==> src/rtl/regfile_b64_reader_if.sv <==
// rtl/regfile_b64_reader_if.sv - register-file read port and Base64 character stream bundle
interface regfile_b64_reader_if #(
    parameter int AW = 3,
    parameter int DW = 6
);
    logic [AW-1:0] RD_ADDR;
    logic [DW-1:0] RD_DATA;
    logic [7:0]    CHAR_OUT;
    logic          CHAR_VALID;
    logic          CHAR_READY;

    modport master (
        output RD_ADDR,
        output CHAR_OUT,
        output CHAR_VALID,
        input  RD_DATA,
        input  CHAR_READY
    );

    modport slave (
        input  RD_ADDR,
        input  CHAR_OUT,
        input  CHAR_VALID,
        output RD_DATA,
        output CHAR_READY
    );
endinterface

==> src/rtl/regfile_b64_reader.sv <==
// rtl/regfile_b64_reader.sv - scans register-file entries and streams their Base64 characters
// Optional '=' padding to a multiple of four characters is enabled by defining B64_PAD_EN.
module regfile_b64_reader #(
    parameter int NREGS = 8,
    parameter int AW    = 3,
    parameter int DW    = 6
) (
    input  logic                 CLK,
    input  logic                 CLRN,
    input  logic                 START,
    input  logic [3:0]           COUNT,
    output logic                 BUSY,
    output logic                 DONE,
    regfile_b64_reader_if.master bus
);
    localparam int CW = 4;
    localparam logic [CW-1:0] NMAX = CW'(NREGS);

`ifdef B64_PAD_EN
    typedef enum logic [1:0] {IDLE, FETCH, SEND, PAD} state_t;
`else
    typedef enum logic [1:0] {IDLE, FETCH, SEND} state_t;
`endif

    state_t          state_q;
    logic [AW-1:0]   rd_addr_q;
    logic [7:0]      char_q;
    logic            valid_q;
    logic            busy_q;
    logic            done_q;
    logic [CW-1:0]   n_q;
    logic [CW-1:0]   sent_q;
    logic [CW-1:0]   n_d;
    logic [CW-1:0]   sent_d;
`ifdef B64_PAD_EN
    logic [1:0]      pad_q;
`endif

    function automatic logic [7:0] b64(input logic [5:0] v);
        logic [7:0] w;
        w = {2'b00, v};
        if (v < 6'd26)      return w + 8'h41;
        else if (v < 6'd52) return w + 8'h47;
        else if (v < 6'd62) return w - 8'h04;
        else if (v == 6'd62) return 8'h2B;
        else                return 8'h2F;
    endfunction

    assign n_d    = (COUNT > NMAX) ? NMAX : COUNT;
    assign sent_d = sent_q + 4'd1;

    always_ff @(posedge CLK or negedge CLRN) begin
        if (!CLRN) begin
            state_q   <= IDLE;
            rd_addr_q <= '0;
            char_q    <= 8'h00;
            valid_q   <= 1'b0;
            busy_q    <= 1'b0;
            done_q    <= 1'b0;
            n_q       <= '0;
            sent_q    <= '0;
`ifdef B64_PAD_EN
            pad_q     <= '0;
`endif
        end else begin
            done_q <= 1'b0;
            case (state_q)
                IDLE: begin
                    if (START) begin
                        if (COUNT != 4'd0) begin
                            n_q       <= n_d;
                            rd_addr_q <= '0;
                            sent_q    <= '0;
                            busy_q    <= 1'b1;
                            state_q   <= FETCH;
                        end else begin
                            done_q <= 1'b1;
                        end
                    end
                end
                // RD_ADDR has been stable for a full cycle, so RD_DATA is settled here.
                FETCH: begin
                    char_q  <= b64(bus.RD_DATA[5:0]);
                    valid_q <= 1'b1;
                    state_q <= SEND;
                end
                SEND: begin
                    if (bus.CHAR_READY) begin
                        sent_q  <= sent_d;
                        valid_q <= 1'b0;
                        if (sent_d < n_q) begin
                            rd_addr_q <= rd_addr_q + 1'b1;
                            state_q   <= FETCH;
                        end else begin
                            rd_addr_q <= '0;
`ifdef B64_PAD_EN
                            if (n_q[1:0] != 2'd0) begin
                                char_q  <= 8'h3D;
                                valid_q <= 1'b1;
                                pad_q   <= 2'(3'd4 - {1'b0, n_q[1:0]});
                                state_q <= PAD;
                            end else begin
                                busy_q  <= 1'b0;
                                done_q  <= 1'b1;
                                state_q <= IDLE;
                            end
`else
                            busy_q  <= 1'b0;
                            done_q  <= 1'b1;
                            state_q <= IDLE;
`endif
                        end
                    end
                end
`ifdef B64_PAD_EN
                // Pad characters stay valid back-to-back; only the count changes per handshake.
                PAD: begin
                    if (bus.CHAR_READY) begin
                        if (pad_q == 2'd1) begin
                            valid_q <= 1'b0;
                            busy_q  <= 1'b0;
                            done_q  <= 1'b1;
                            state_q <= IDLE;
                        end else begin
                            pad_q <= pad_q - 2'd1;
                        end
                    end
                end
`endif
                default: state_q <= IDLE;
            endcase
        end
    end

    assign bus.RD_ADDR    = rd_addr_q;
    assign bus.CHAR_OUT   = char_q;
    assign bus.CHAR_VALID = valid_q;
    assign BUSY           = busy_q;
    assign DONE           = done_q;
endmodule
==> src/flat_wrapper.sv <==
// flat-port wrapper written by rule: the top's interface ports become plain ports
module regfile_b64_reader_flat 
#(
    parameter int NREGS = 8,
    parameter int AW    = 3,
    parameter int DW    = 6
)
  (CLK, CLRN, START, COUNT, BUSY, DONE, bus_RD_ADDR, bus_CHAR_OUT, bus_CHAR_VALID, bus_RD_DATA, bus_CHAR_READY);
  regfile_b64_reader_if #(.AW(AW), .DW(DW)) bus_i ();
  input  logic CLK;
  input  logic CLRN;
  input  logic START;
  input  logic [3:0] COUNT;
  output logic BUSY;
  output logic DONE;
  output wire logic [$bits(bus_i.RD_ADDR)-1:0] bus_RD_ADDR;
  output wire logic [$bits(bus_i.CHAR_OUT)-1:0] bus_CHAR_OUT;
  output wire logic [$bits(bus_i.CHAR_VALID)-1:0] bus_CHAR_VALID;
  input wire logic [$bits(bus_i.RD_DATA)-1:0] bus_RD_DATA;
  input wire logic [$bits(bus_i.CHAR_READY)-1:0] bus_CHAR_READY;
  assign bus_RD_ADDR = bus_i.RD_ADDR;
  assign bus_CHAR_OUT = bus_i.CHAR_OUT;
  assign bus_CHAR_VALID = bus_i.CHAR_VALID;
  assign bus_i.RD_DATA = bus_RD_DATA;
  assign bus_i.CHAR_READY = bus_CHAR_READY;
  regfile_b64_reader #(.NREGS(NREGS), .AW(AW), .DW(DW)) u_core (.CLK(CLK), .CLRN(CLRN), .START(START), .COUNT(COUNT), .BUSY(BUSY), .DONE(DONE), .bus(bus_i));
endmodule
==> config.mk <==
export PLATFORM = sky130hd
export DESIGN_NAME = regfile_b64_reader_flat
export DESIGN_NICKNAME = d
export VERILOG_FILES = /design/src/rtl/regfile_b64_reader_if.sv /design/src/rtl/regfile_b64_reader.sv /design/src/flat_wrapper.sv
export SDC_FILE = /design/constraint.sdc
export NUM_CORES = 1
export LEC_CHECK = 0
export ABC_AREA = 1
export ABC_CLOCK_PERIOD_IN_PS = 2150
export BUFFER_PORTS_ARGS = -buffer_cell sky130_fd_sc_hd__buf_2
export CAP_MARGIN = 20
export CORE_MARGIN = 4
export CORE_UTILIZATION = 50
export DETAILED_ROUTE_END_ITERATION = 8
export PLACE_DENSITY = 0.7
export SLEW_MARGIN = 30
export SYNTH_ARGS = -nofsm -noshare
export SYNTH_HDL_FRONTEND = slang
export SYNTH_SLANG_ARGS = --single-unit
==> constraint.sdc <==
create_clock -name CLK -period 2.15 [get_ports CLK]
set_input_delay 0.3225 -clock CLK [delete_from_list [all_inputs] [get_ports CLK]]
set_output_delay 0.3225 -clock CLK [all_outputs]
set_load 0.02 [all_outputs]
After elaboration in Yosys (flattened, before gate mapping)
Cells that the tools add are included.
- memory bits (read-only): 0
- input bits: 14
- memory bits (writable): 0
- register bits: 24
- output and inout bits: 14
- memories: 0
- bits in latches: 0
- $lt $le $gt $ge: 5
- bitwise logic cells: 0
- reduce and logical (&&, ||, !) cells: 9
- $add $sub $neg: 5
- div/mod/pow operators: 0
- shifts and indexed selects: 0
- equality and inequality tests: 7
- multiplexer cells: 31
- multipliers: 0
- operators by type and width (cell ; number):
    two-way mux 8 bit ; 3
    adder 6 x 7 -> 8 bit (second input constant) ; 2
    two-way mux 4 bit ; 4
    two-way mux 3 bit ; 5
    less-than comparator 6 bit (second input constant) ; 2
    two-way mux 1 bit ; 10
    one-hot mux 4 bit (2 select lines) ; 1
    subtractor 6 x 3 -> 7 bit (second input constant) ; 1
    == test 6 bit (second input constant) ; 1
    less-than comparator 6 x 5 -> 1 bit (second input constant) ; 1
    two-way mux 2 bit ; 3
    inequality test 2 bit (second input constant) ; 3
    one-hot mux 1 bit (2 select lines) ; 3
    one-hot mux 2 bit (3 select lines) ; 1
    one-hot mux 3 bit (2 select lines) ; 1
    AND reduction 3 bit ; 2
    AND reduction 5 bit ; 1
    adder 4 x 1 -> 4 bit (second input constant) ; 1
    > comparator 4 bit (second input constant) ; 1
    less-than comparator 4 bit ; 1
    AND reduction 4 bit ; 1
    nonzero test 2 bit ; 2
    nonzero test 4 bit ; 1
    adder 3 x 1 -> 3 bit (second input constant) ; 1
    5 further kinds ; 5

Longest topological paths before layout
Gate-level depths: netlist of the first run.
- word-level depth: 5
- mapped depth: 13

Worst setup path before layout of the first run
Ideal clock, no wire load.
- kind: flip-flop to flip-flop
- start point: reg u_core.sent_q[0]
- end point: reg u_core.busy_q (netlist: u_core.BUSY)
- stages on the path, launching flop included: 12
- slack: 0.579 ns
- library setup time: 0.118 ns
- data required time: 2.032 ns
- arrival: 1.452 ns
- period minus slack after synthesis: 1.571 ns
- cell sequence: dfrtp_1 ha_1 xnor2_1 inv_1 ha_1 nand2_1 inv_1 nand2_1 nand2_1 nand2_1 nand2_1 nand2_1
- cells in the longest elaborated chain, start to end: 4
- RTL lines (item ; line ; source):
    start: declaration ; regfile_b64_reader.sv:32 ; logic [CW-1:0] sent_q;
    start signal: assignment ; regfile_b64_reader.sv:89 ; sent_q <= sent_d;
    adder 4 x 1 -> 4 bit ; regfile_b64_reader.sv:50 ; assign sent_d = sent_q + 4'd1;
    less-than comparator 4 bit ; regfile_b64_reader.sv:91 ; if (sent_d < n_q) begin
    inequality test 2 bit (no line) ; -- ;
    AND reduction 5 bit (no line) ; -- ;
    end signal: assignment ; regfile_b64_reader.sv:58 ; busy_q <= 1'b0;
    end signal: assignment ; regfile_b64_reader.sv:74 ; busy_q <= 1'b1;
    end signal: assignment ; regfile_b64_reader.sv:108 ; busy_q <= 1'b0;
    end: declaration ; regfile_b64_reader.sv:29 ; logic busy_q;
Every way passes these cells.
A chain may end at the register's enable or synchronous reset.

Worst setup path in the final report of the first run
- start point: reg u_core.sent_q[0]
- end point: reg u_core.done_q (netlist: u_core.DONE)
- cells in the longest elaborated chain, start to end: 5
- RTL lines (item ; line ; source):
    adder 4 x 1 -> 4 bit ; regfile_b64_reader.sv:50 ;
    less-than comparator 4 bit ; regfile_b64_reader.sv:91 ;
    two-way mux 1 bit ; regfile_b64_reader.sv:91 ;
    two-way mux 1 bit ; regfile_b64_reader.sv:88 ; if (bus.CHAR_READY) begin
    one-hot mux 1 bit (2 select lines) ; regfile_b64_reader.sv:67 ; case (state_q)
    end signal: assignment ; regfile_b64_reader.sv:66 ; done_q <= 1'b0;
    end signal: assignment ; regfile_b64_reader.sv:77 ; done_q <= 1'b1;
    end signal: assignment ; regfile_b64_reader.sv:109 ; done_q <= 1'b1;
    end: declaration ; regfile_b64_reader.sv:30 ; logic done_q;
Every way passes these cells.

==> results of run 1 <==
-- metrics by stage --
step,setup slack [ps],hold slack [ps]
finish,430,249
global route,310,246
CTS,415,243
detailed placement,445,334
global placement,509,325
floorplan,579,26.9
-- cell families after synthesis --
group                      count (synthesis)
AOI/OAI and AO/OA                         24
xor gates and xnor gates                   4
adders and majority gates                 10
buffers and inverters                     32
DFF                                       24
muxes                                      1
and+or+nand+nor                          104
-- power groups by stage --
stage / clock (mW) / combinational (mW) / sequential [mW]
after floorplan: 0 / 0.619 / 0.858
after global placement: 0 / 0.975 / 0.739
after detailed placement: 0 / 0.998 / 0.748
after CTS: 0.335 / 1.00 / 0.740
after global routing: 0.355 / 1.12 / 0.761
final: 0.327 / 0.991 / 0.739
-- synth_stat cells (all sizes together) --
cell type / number / area share
buf: 3 / 0.0098
a211oi: 1 / 0.0049
nand3: 13 / 0.046
dfrtp: 24 / 0.39
xor2: 2 / 0.011
ha: 10 / 0.081
a21oi: 3 / 0.0098
nand2: 67 / 0.20
o21ai: 18 / 0.068
nor2: 19 / 0.059
xnor2: 2 / 0.011
o211ai: 1 / 0.0049
clkinv: 1 / 0.0057
mux2i: 1 / 0.0065
nand4: 5 / 0.020
a22o: 1 / 0.0057
inv: 28 / 0.068
-- worst paths after layout --
path	cells after the start	slack, ps	endpoint
min reg2reg	2	490	u_core.BUSY$_DFFE_PN0P_
max in group asynchronous	2	1290	u_core.bus.CHAR_OUT[3]$_DFFE_PN0P_
min in group asynchronous	2	500	u_core.sent_q[3]$_DFFE_PN0P_
min	3	250	u_core.n_q[0]$_DFFE_PN0P_
max	10	430	u_core.DONE$_DFF_PN0_
max reg2reg	10	430	u_core.DONE$_DFF_PN0_
-- area by class of cell --
cell class,instances,area (µm²),share of cell area
Multi-Input combinational cell,143,810,0.460
Sequential cell,24,601,0.341
Timing Repair Buffer,28,145,0.0824
Inverter,29,114,0.0647
Tap cell,31,38.8,0.0220
Clock inverter,1,30.0,0.0171
Clock buffer,3,22.5,0.0128
-- what timing repair did --
action | in CTS | in global routing
buffers inserted | 0 | 0
resized for setup | 0 | 0
endpoints found under the hold margin | 24 | 0
hold buffers | 1 | 0
-- sequential cells by signal, summed over array words and instances, names as in the netlist --
name                   count
u_core.bus.CHAR_OUT        8
u_core.n_q                 4
u_core.sent_q              4
u_core.bus.RD_ADDR         3
u_core.state_q             2
u_core.BUSY                1
u_core.DONE                1
u_core.bus.CHAR_VALID      1
-- critical path, cell delays in order (launching register included) --
cell and delay [ps]:
dfrtp_1 450, ha_1 220, xnor2_1 190, inv_1 70
ha_1 260, nand2_1 60, inv_1 30, nand2_1 90
nand2_1 100, nand2_1 90, o21ai_0 70
-- placed cells by master (no fill, tap or decap), types with 3 or more instances in the layout --
cell	n
o21ai_0	8
a21oi_1	3
buf_2	27
nand3_1	12
clkbuf_4	3
inv_2	4
o21ai_1	6
nand4_1	5
o21ai_2	4
nor2_1	15
inv_1	24
nand2_4	3
ha_1	10
nand2_2	5
nand2_1	58
dfrtp_1	24
-- routing by layer --
layer / part of all wire / up-vias
li1: - / 689
met1: 0.51 / 607
met2: 0.43 / 31
met3: 0.051 / 2
met4: 0.0061 / 0
met5: 0 / -
==> flow_summary_export.csv, run 1 <==
group,metric,value,unit
detailed_routing,viasPerCell,5.13,
global_routing,grtUsageMet2,0.239,
critical_path,crit_start,"u_core.sent_q[0]$_DFFE_PN0P_",
power,sw_frac_of_total,0.440,
global_routing,grtUsageMet3,0.0409,
power,power_density,1170,mW/mm²
floorplan,start_util,0.539,
detailed_routing,vias,1329,
detailed_routing,drt_pass1_iterations,4,
global_routing,gr-usage-all-layers,0.164,
global_routing,grt_pass1_vias,1174,
floorplan,die-area,0.00403,mm²
critical_path,path_class,"reg2reg",
final_layout,fin_nets,253,
detailed_routing,drt-total-wl,3.14,mm
global_routing,met1_usage,0.243,
yosys,synthSimpleGateAreaFrac,0.322,
floorplan,rows,19,
yosys,synth_xor_area_frac,0.0228,
yosys,yosysUniqueCellTypes,26,
floorplan,fp.coreArea,0.00285,mm²
placement,placedCellCount,254,
yosys,synth_top_family_by_area,"simple AND/OR/NAND/NOR gates",
timing,report.final.slew_viol_count,0,
power,p_seq_frac,0.359,
global_routing,grt_busiest_layer,"met1",
cts,cts_root_buf,"clkbuf_4",
detailed_routing,wl_per_cell,12.1,µm
yosys,ys_ff_latch,24,
min_path,hp-class,"in2reg",
yosys,netlist_instances,199,
placement,hpwl,2.48,mm
power,comb_power_share,0.482,
power,p_switching,0.904,mW
detailed_routing,ant_nets,0,
cts,cts.sink_count,24,
timing,finalHoldViolations,0,
critical_path,cp-start-kind,"flip-flop",
placement,place.gp.congestion,0.907,
yosys,synth_nets,223,
critical_path,cp_data_arrival_time,1940,ps
critical_path,path_max_fanout,5,
cts,cts_buffers,3,
yosys,synth-compound-area-share,0.0935,
timing,clock_skew,13.2,ps
final_layout,nFillCells,271,
placement,portBuffers,27,
yosys,ys_seq_area_frac,0.390,
power,vdd.ir_drop.worst,683,µV
timing,min_period_over_period,0.800,
floorplan,io_pins,28,
global_routing,grt_max_degree,25,
timing,finalWorstPathRequiredPeriod,1720,ps
yosys,syn_area,0.00154,mm²
power,power,2.06,mW
run,maxCapViolCount,0,
cts,insertion_delay,320,ps
timing,setup_viol,0,
final_layout,area_delta_synth_final,14.4,%
timing,maxSlewHeadroom,0.649,
detailed_routing,drt-initial-drc-count,66,
power,clockPowerShare,0.159,
power,power.leakage,0.973,nW
critical_path,reg2reg_from,"u_core.sent_q[0]$_DFFE_PN0P_",
power,p_int,1.15,mW
cts,clock_path_buffers,2,
critical_path,required,2370,ps
cts,h-tree-depth,1,
cts,cts_tree,"done",
global_routing,grt_pass1_wl,5.35,mm
placement,dpl_cell_area,0.00170,mm²
floorplan,die_w,63.5,µm
final_layout,n_antenna_cell,0,
yosys,synth_fa_ha_area_frac,0.0813,
timing,rsz0062_at_grt,"false",
yosys,synthMuxAreaShare,0.00650,
yosys,synth-warning-count,0,
final_layout,post-route-util,0.617,
global_routing,grt-ovfl-total,0,
final_layout,fin_area,0.00176,mm²
final_layout,fin_cells,259,
detailed_routing,drc,0,
timing,worst_pin_slew,527,ps
run_status,status,"completed",
min_path,worstHoldStart,"COUNT[0]",
global_routing,antenna_found_initial,0,
floorplan,die_h,63.5,µm
timing,tns,0,ps
cts,path_clk_slew,140,ps
timing,max_freq,581,MHz
critical_path,end_kind,"flip-flop",
yosys,syn_avg_cell_area,7.73,µm²
final_layout,drive_gt1_frac,0.237,
Power figures use the tool's default switching activity.
==> run 2, diff against run 1 <==
- ABC_AREA: 1 -> 0
- ABC_CLOCK_PERIOD_IN_PS: 2150 -> 1400
- CORE_UTILIZATION: 50 -> 49
- PLACE_DENSITY: 0.7 -> 0.72
- clock period: 2.15 -> 1.4 ns (I/O delays scaled with it)
==> run 2 against run 1 <==
The flow now finishes with violations (negative setup slack). Fmax shrank 11%. Combinational power grew 130%. Synthesized cell count shrank 20%. Utilization grew 14 points. Count of clock-buffer cells in the layout grew 1. Non-clock buffer count grew 41. Die area shrank 1.9%. Critical endpoint is now u_core.BUSY$_DFFE_PN0P_.
==> flow_summary_export.csv, run 2 <==
group,metric,value,unit
min_path,hp-class,"in2reg",
cts,cts_tree,"done",
critical_path,cpMostUsedCell,"ha_4",
yosys,ys_seq_area_frac,0.407,
run,maxCapViolCount,0,
detailed_routing,vias,1457,
yosys,synthTopCellsByCount,"24 x dfrtp_1, 17 x nand2_1, 11 x inv_1, 11 x nor2_1, 10 x ha_1",
detailed_routing,drt-initial-drc-count,78,
power,comb_power_share,0.594,
yosys,netlist_instances,159,
critical_path,end_kind,"flip-flop",
floorplan,rows,19,
floorplan,fp.coreArea,0.00281,mm²
yosys,synth-warning-count,0,
critical_path,cp_data_arrival_time,2180,ps
cts,insertion_delay,340,ps
cts,path_clk_slew,150,ps
floorplan,die_h,62.9,µm
yosys,synthMuxAreaShare,0.0144,
global_routing,grt_max_degree,25,
yosys,synth-compound-area-share,0.208,
yosys,synthFlopType,"dfrtp_1",
critical_path,path_class,"reg2reg",
final_layout,largest_reg_flops,8,
yosys,synth_area_leaders,"dfrtp_1 41%, ha_1 8.5%, nand2_1 4.3%, o21ai_0 3.1%, inv_1 2.8%",
yosys,synth_nets,183,
placement,placedCellCount,245,
global_routing,grt-ovfl-total,0,
detailed_routing,wl_per_cell,16.3,µm
cts,clock_path_buffers,2,
detailed_routing,drc,0,
global_routing,grt_pass1_vias,1532,
yosys,async_flop_share,1.00,
timing,setup_viol,6,
yosys,syn_area,0.00148,mm²
power,p_switching,1.61,mW
final_layout,final_common_cell,"buf_4",
detailed_routing,ant_nets,0,
placement,hpwl,2.87,mm
final_layout,n_antenna_cell,0,
critical_path,crit_chain,"ha_4, ha_4, a21bo_4, a211oi_4, buf_4, nor2b_1, o21ai_1",
final_layout,fin_cells,257,
detailed_routing,drt-total-wl,4.19,mm
timing,finalHoldViolations,0,
critical_path,path_max_fanout,4,
critical_path,critPathSlowestCell,"dfrtp_1",
power,power_density,1850,mW/mm²
placement,portBuffers,27,
cts,cts_buffers,3,
yosys,syn_avg_cell_area,9.28,µm²
final_layout,area_delta_synth_final,43.3,%
timing,report.final.slew_viol_count,0,
floorplan,die-area,0.00395,mm²
final_layout,drive_gt1_frac,0.412,
critical_path,required,1640,ps
global_routing,grt_pass1_wl,7.12,mm
yosys,synth.most_common_cell,"dfrtp_1",
yosys,synth-edff-count,0,
power,sw_frac_of_total,0.413,
floorplan,io_pins,28,
yosys,synth_fa_ha_area_frac,0.0848,
critical_path,worst-path-buf-inv,1,
global_routing,antenna_found_initial,0,
run_status,violations,"negative setup slack",
placement,place.gp.congestion,0.829,
yosys,synth_xor_area_frac,0.0297,
cts,cts.sink_count,24,
timing,worst_pin_slew,544,ps
yosys,yosysUniqueCellTypes,43,
power,vdd.ir_drop.worst,970,µV
cts,h-tree-depth,1,
final_layout,fin_nets,251,
floorplan,start_util,0.526,
run_status,status,"finished with violations",
yosys,ys_ff_latch,24,
power,clockPowerShare,0.103,
power,power.leakage,1.06,nW
power,p_seq_frac,0.302,
timing,fin_ws,-541,ps
yosys,synth_top_family_by_area,"simple AND/OR/NAND/NOR gates",
power,p_int,2.29,mW
power,power,3.90,mW
yosys,yosysTopAreaCell,"dfrtp_1",
critical_path,cp-start-kind,"flip-flop",
final_layout,final_cell_mix,"38 x buf_4, 27 x buf_2, 22 x dfrtp_1",
cts,cts_root_buf,"clkbuf_4",
timing,rsz0062_at_grt,"true",
floorplan,die_w,62.9,µm
global_routing,gr-usage-all-layers,0.224,
critical_path,crit_family,"compound AO/OA/AOI/OAI gates",
timing,min_period_over_period,1.39,
detailed_routing,viasPerCell,5.67,
critical_path,critPathMaxStageDelay,450,ps
yosys,synth_top_area_share,0.407,
yosys,synthSimpleGateAreaFrac,0.210,
timing,maxSlewHeadroom,0.637,
detailed_routing,drt_pass1_iterations,4,
timing,finalWorstPathRequiredPeriod,1940,ps
timing,clock_skew,2.80,ps
timing,max_freq,515,MHz
==> run 2: cell families after synthesis <==
group,count (synthesis)
muxes,2
buffers and inverters,17
AOI/OAI and AO/OA,41
xor gates and xnor gates,5
DFF,24
and+or+nand+nor,60
adders and majority gates,10
==> run 2: worst paths after layout <==
path | from | to | slack (ps) | cells after the start
max in group asynchronous | CLRN | u_core.state_q[1]$_DFFE_PN0P_ | 650 | 2
worst min-delay path | bus_CHAR_READY | u_core.state_q[1]$_DFFE_PN0P_ | 110 | 2
worst max register to register | u_core.sent_q[1]$_DFFE_PN0P_ | u_core.BUSY$_DFFE_PN0P_ | -540 | 7
min in group asynchronous | CLRN | u_core.n_q[2]$_DFFE_PN0P_ | 360 | 2
worst max-delay path | u_core.sent_q[1]$_DFFE_PN0P_ | u_core.BUSY$_DFFE_PN0P_ | -540 | 7
worst min register to register | u_core.bus.CHAR_VALID$_DFFE_PN0P_ | u_core.bus.CHAR_VALID$_DFFE_PN0P_ | 500 | 2
==> run 2: timing repair <==
action,in CTS,in global routing
hold endpoints to repair,24,0
hold buffers,1,0
setup buffers,4,3
pin swaps,9,3
resized for setup,14,10
endpoints found under the setup margin,7,14
==> run 2: final cells by class <==
cell class                 instances  area, µm²
fill                             201        691
sequential                        24        603
tap                               31       38.8
multi-input combinational        118        931
timing repair buffer              69        464
clock buffer                       4       36.3
inverter                          11       41.3
==> run 2: layer usage <==
layer	part of all wire	GRT usage	routed length, µm	vias to the layer above
met5	0	0	0	-
met2	0.49	0.379	2050	48
met3	0.045	0.0360	188	3
met4	0.0084	0.0606	35	0
li1	-	-	-	695
met1	0.46	0.295	1920	711
==> run 2: power groups by stage <==
stage / clock network [mW] / registers [mW] / logic [mW]
floorplan: 0 / 1.31 / 0.982
CTS: 0.407 / 1.17 / 2.16
global route: 0.456 / 1.21 / 2.51
finish: 0.403 / 1.18 / 2.32
detailed placement: 0 / 1.15 / 1.81
global placement: 0 / 1.13 / 1.73
==> run 2: through the flow <==
step | area, µm² | worst slack (ps) | utilization | hold slack, ps | TNS [ps]
after floorplan | 1480 | -517 | - | -85.6 | -2670
after global placement | 1880 | -568 | 0.669 | 210 | -3480
after detailed placement | 1880 | -681 | 0.669 | 224 | -4440
after CTS | 2040 | -533 | 0.729 | 102 | -3030
after global routing | 2110 | -611 | 0.754 | 114 | -3600
final | 2110 | -541 | 0.754 | 108 | -3160
==> run 3, diff against run 2 <==
- CORE_UTILIZATION: 49 -> 25
- PLACE_DENSITY: 0.72 -> 0.41
==> run 3 against run 2 <==
The flow still finishes with violations (negative setup slack). First-iteration DRC count decreased by 37%. Clock power increased by 20%. Die area increased by 82%. Via count decreased by 5.1%. Wire length decreased by 3.7%. Worst setup slack got worse by 19 ps. Sequential share of layout area decreased by 0.99 points. Non-clock buffer count decreased by 3. Largest power group unchanged.
==> flow_summary_export.csv, run 3 (synthesized netlist as in run 2, its figures left out) <==
group,metric,value,unit
run_status,status,"finished with violations",
run_status,violations,"negative setup slack",
final_layout,fin_cells,295,
detailed_routing,drt-initial-drc-count,49,
detailed_routing,vias,1383,
critical_path,critPathMaxStageDelay,440,ps
placement,placedCellCount,288,
critical_path,cpMostUsedCell,"ha_4",
global_routing,gr-usage-all-layers,0.111,
timing,finalHoldViolations,0,
global_routing,grt_pass1_vias,1405,
timing,maxSlewHeadroom,0.625,
critical_path,end_kind,"flip-flop",
cts,cts_root_buf,"clkbuf_8",
power,power.leakage,1.07,nW
timing,clock_skew,4.32,ps
placement,portBuffers,27,
global_routing,grt_pass1_wl,6.53,mm
timing,fin_ws,-560,ps
cts,h-tree-depth,1,
power,vdd.ir_drop.worst,603,µV
floorplan,die_w,84.8,µm
critical_path,cp_data_arrival_time,2120,ps
final_layout,n_antenna_cell,0,
floorplan,die_h,84.8,µm
final_layout,final_common_cell,"buf_4",
cts,path_clk_slew,90,ps
final_layout,final_cell_mix,"34 x buf_4, 27 x buf_2, 23 x dfrtp_1",
floorplan,io_pins,28,
critical_path,worst-path-buf-inv,1,
run,maxCapViolCount,0,
floorplan,fp.coreArea,0.00561,mm²
global_routing,antenna_found_initial,0,
floorplan,rows,27,
critical_path,crit_chain,"ha_4, ha_4, a21bo_4, a211oi_4, buf_6, nor2_2, mux2_4",
timing,report.final.slew_viol_count,0,
timing,rsz0062_at_grt,"true",
timing,finalWorstPathRequiredPeriod,1960,ps
timing,setup_viol,6,
cts,cts_tree,"done",
timing,worst_pin_slew,563,ps
timing,min_period_over_period,1.40,
cts,insertion_delay,270,ps
detailed_routing,drt_pass1_iterations,4,
final_layout,drive_gt1_frac,0.422,
detailed_routing,ant_nets,0,
floorplan,start_util,0.263,
final_layout,post-route-util,0.390,
global_routing,grt_max_degree,25,
detailed_routing,drc,0,
power,power_density,1880,mW/mm²
detailed_routing,drt-total-wl,4.03,mm
placement,place.gp.congestion,0.812,
critical_path,cp-start-kind,"flip-flop",
detailed_routing,viasPerCell,4.69,
timing,hold_slack,183,ps
cts,cts_buffers,3,
min_path,hp-class,"in2reg",
placement,hpwl,3.06,mm
floorplan,die-area,0.00719,mm²
detailed_routing,wl_per_cell,13.7,µm
critical_path,path_class,"reg2reg",
critical_path,path_max_fanout,6,
cts,cts.sink_count,24,
timing,max_freq,510,MHz
final_layout,fin_nets,248,
global_routing,grt-ovfl-total,0,
final_layout,area_delta_synth_final,48.2,%
timing,tns,-3140,ps
final_layout,largest_reg_flops,8,
critical_path,critPathSlowestCell,"dfrtp_1",
cts,clock_path_buffers,2,
critical_path,crit_family,"adder cells",
critical_path,required,1560,ps
==> run 3: cell type report <==
class                      instances  area, µm²
fill                             583       3420
multi-input combinational        118        943
sequential                        24        602
timing repair buffer              66        454
tap                               72       90.1
clock buffer                       4       55.1
inverter                          11       41.3
==> run 3: timing repair <==
item | 4_1_cts | 5_1_grt
gates resized for setup | 9 | 18
hold buffers | 1 | 0
setup buffers | 1 | 2
endpoints found under the hold margin | 24 | 0
pin swaps | 10 | 4
setup endpoints to repair | 10 | 14
==> run 3: routing by layer <==
layer	part of all wire	GRT usage	routed length, µm
met1	0.47	0.156	1910
met2	0.47	0.175	1910
met3	0.041	0.0175	167
met4	0.0097	0.0345	39
met5	0	0	0
==> run 3: worst reg2reg max path, cell delays in order, from the launching register on <==
cell and delay [ps]:
dfrtp_1 440, ha_4 270, ha_4 250, a21bo_4 220
a211oi_4 210, buf_6 160, nor2_2 50, mux2_4 260
==> run 3: power breakdown <==
part / internal, mW / switching [mW]
sequential: 0.965 / 0.202
combinational: 1.28 / 1.18
clock: 0.251 / 0.232
==> run 3: final timing paths <==
kind                       slack, ps                                 end                          startpoint  cells past startpoint
setup reg to reg                -560   u_core.bus.RD_ADDR[0]$_DFFE_PN0P_        u_core.sent_q[1]$_DFFE_PN0P_                      7
hold reg to reg                  480  u_core.bus.CHAR_OUT[0]$_DFFE_PN0P_  u_core.bus.CHAR_OUT[0]$_DFFE_PN0P_                      1
hold / removal                   180           u_core.n_q[1]$_DFFE_PN0P_                            COUNT[1]                      2
max in group asynchronous        540        u_core.sent_q[0]$_DFFE_PN0P_                                CLRN                      2
min in group asynchronous        460        u_core.sent_q[3]$_DFFE_PN0P_                                CLRN                      2
setup / recovery                -560   u_core.bus.RD_ADDR[0]$_DFFE_PN0P_        u_core.sent_q[1]$_DFFE_PN0P_                      7
==> run 3: through the flow <==
step / area (µm²) / power, mW / worst slack, ps
final: 2190 / 4.10 / -560
after global routing: 2190 / 4.40 / -632
after CTS: 2070 / 3.79 / -579
after detailed placement: 1960 / 3.14 / -622
after global placement: 1960 / 3.10 / -603
after floorplan: 1480 / 2.29 / -517
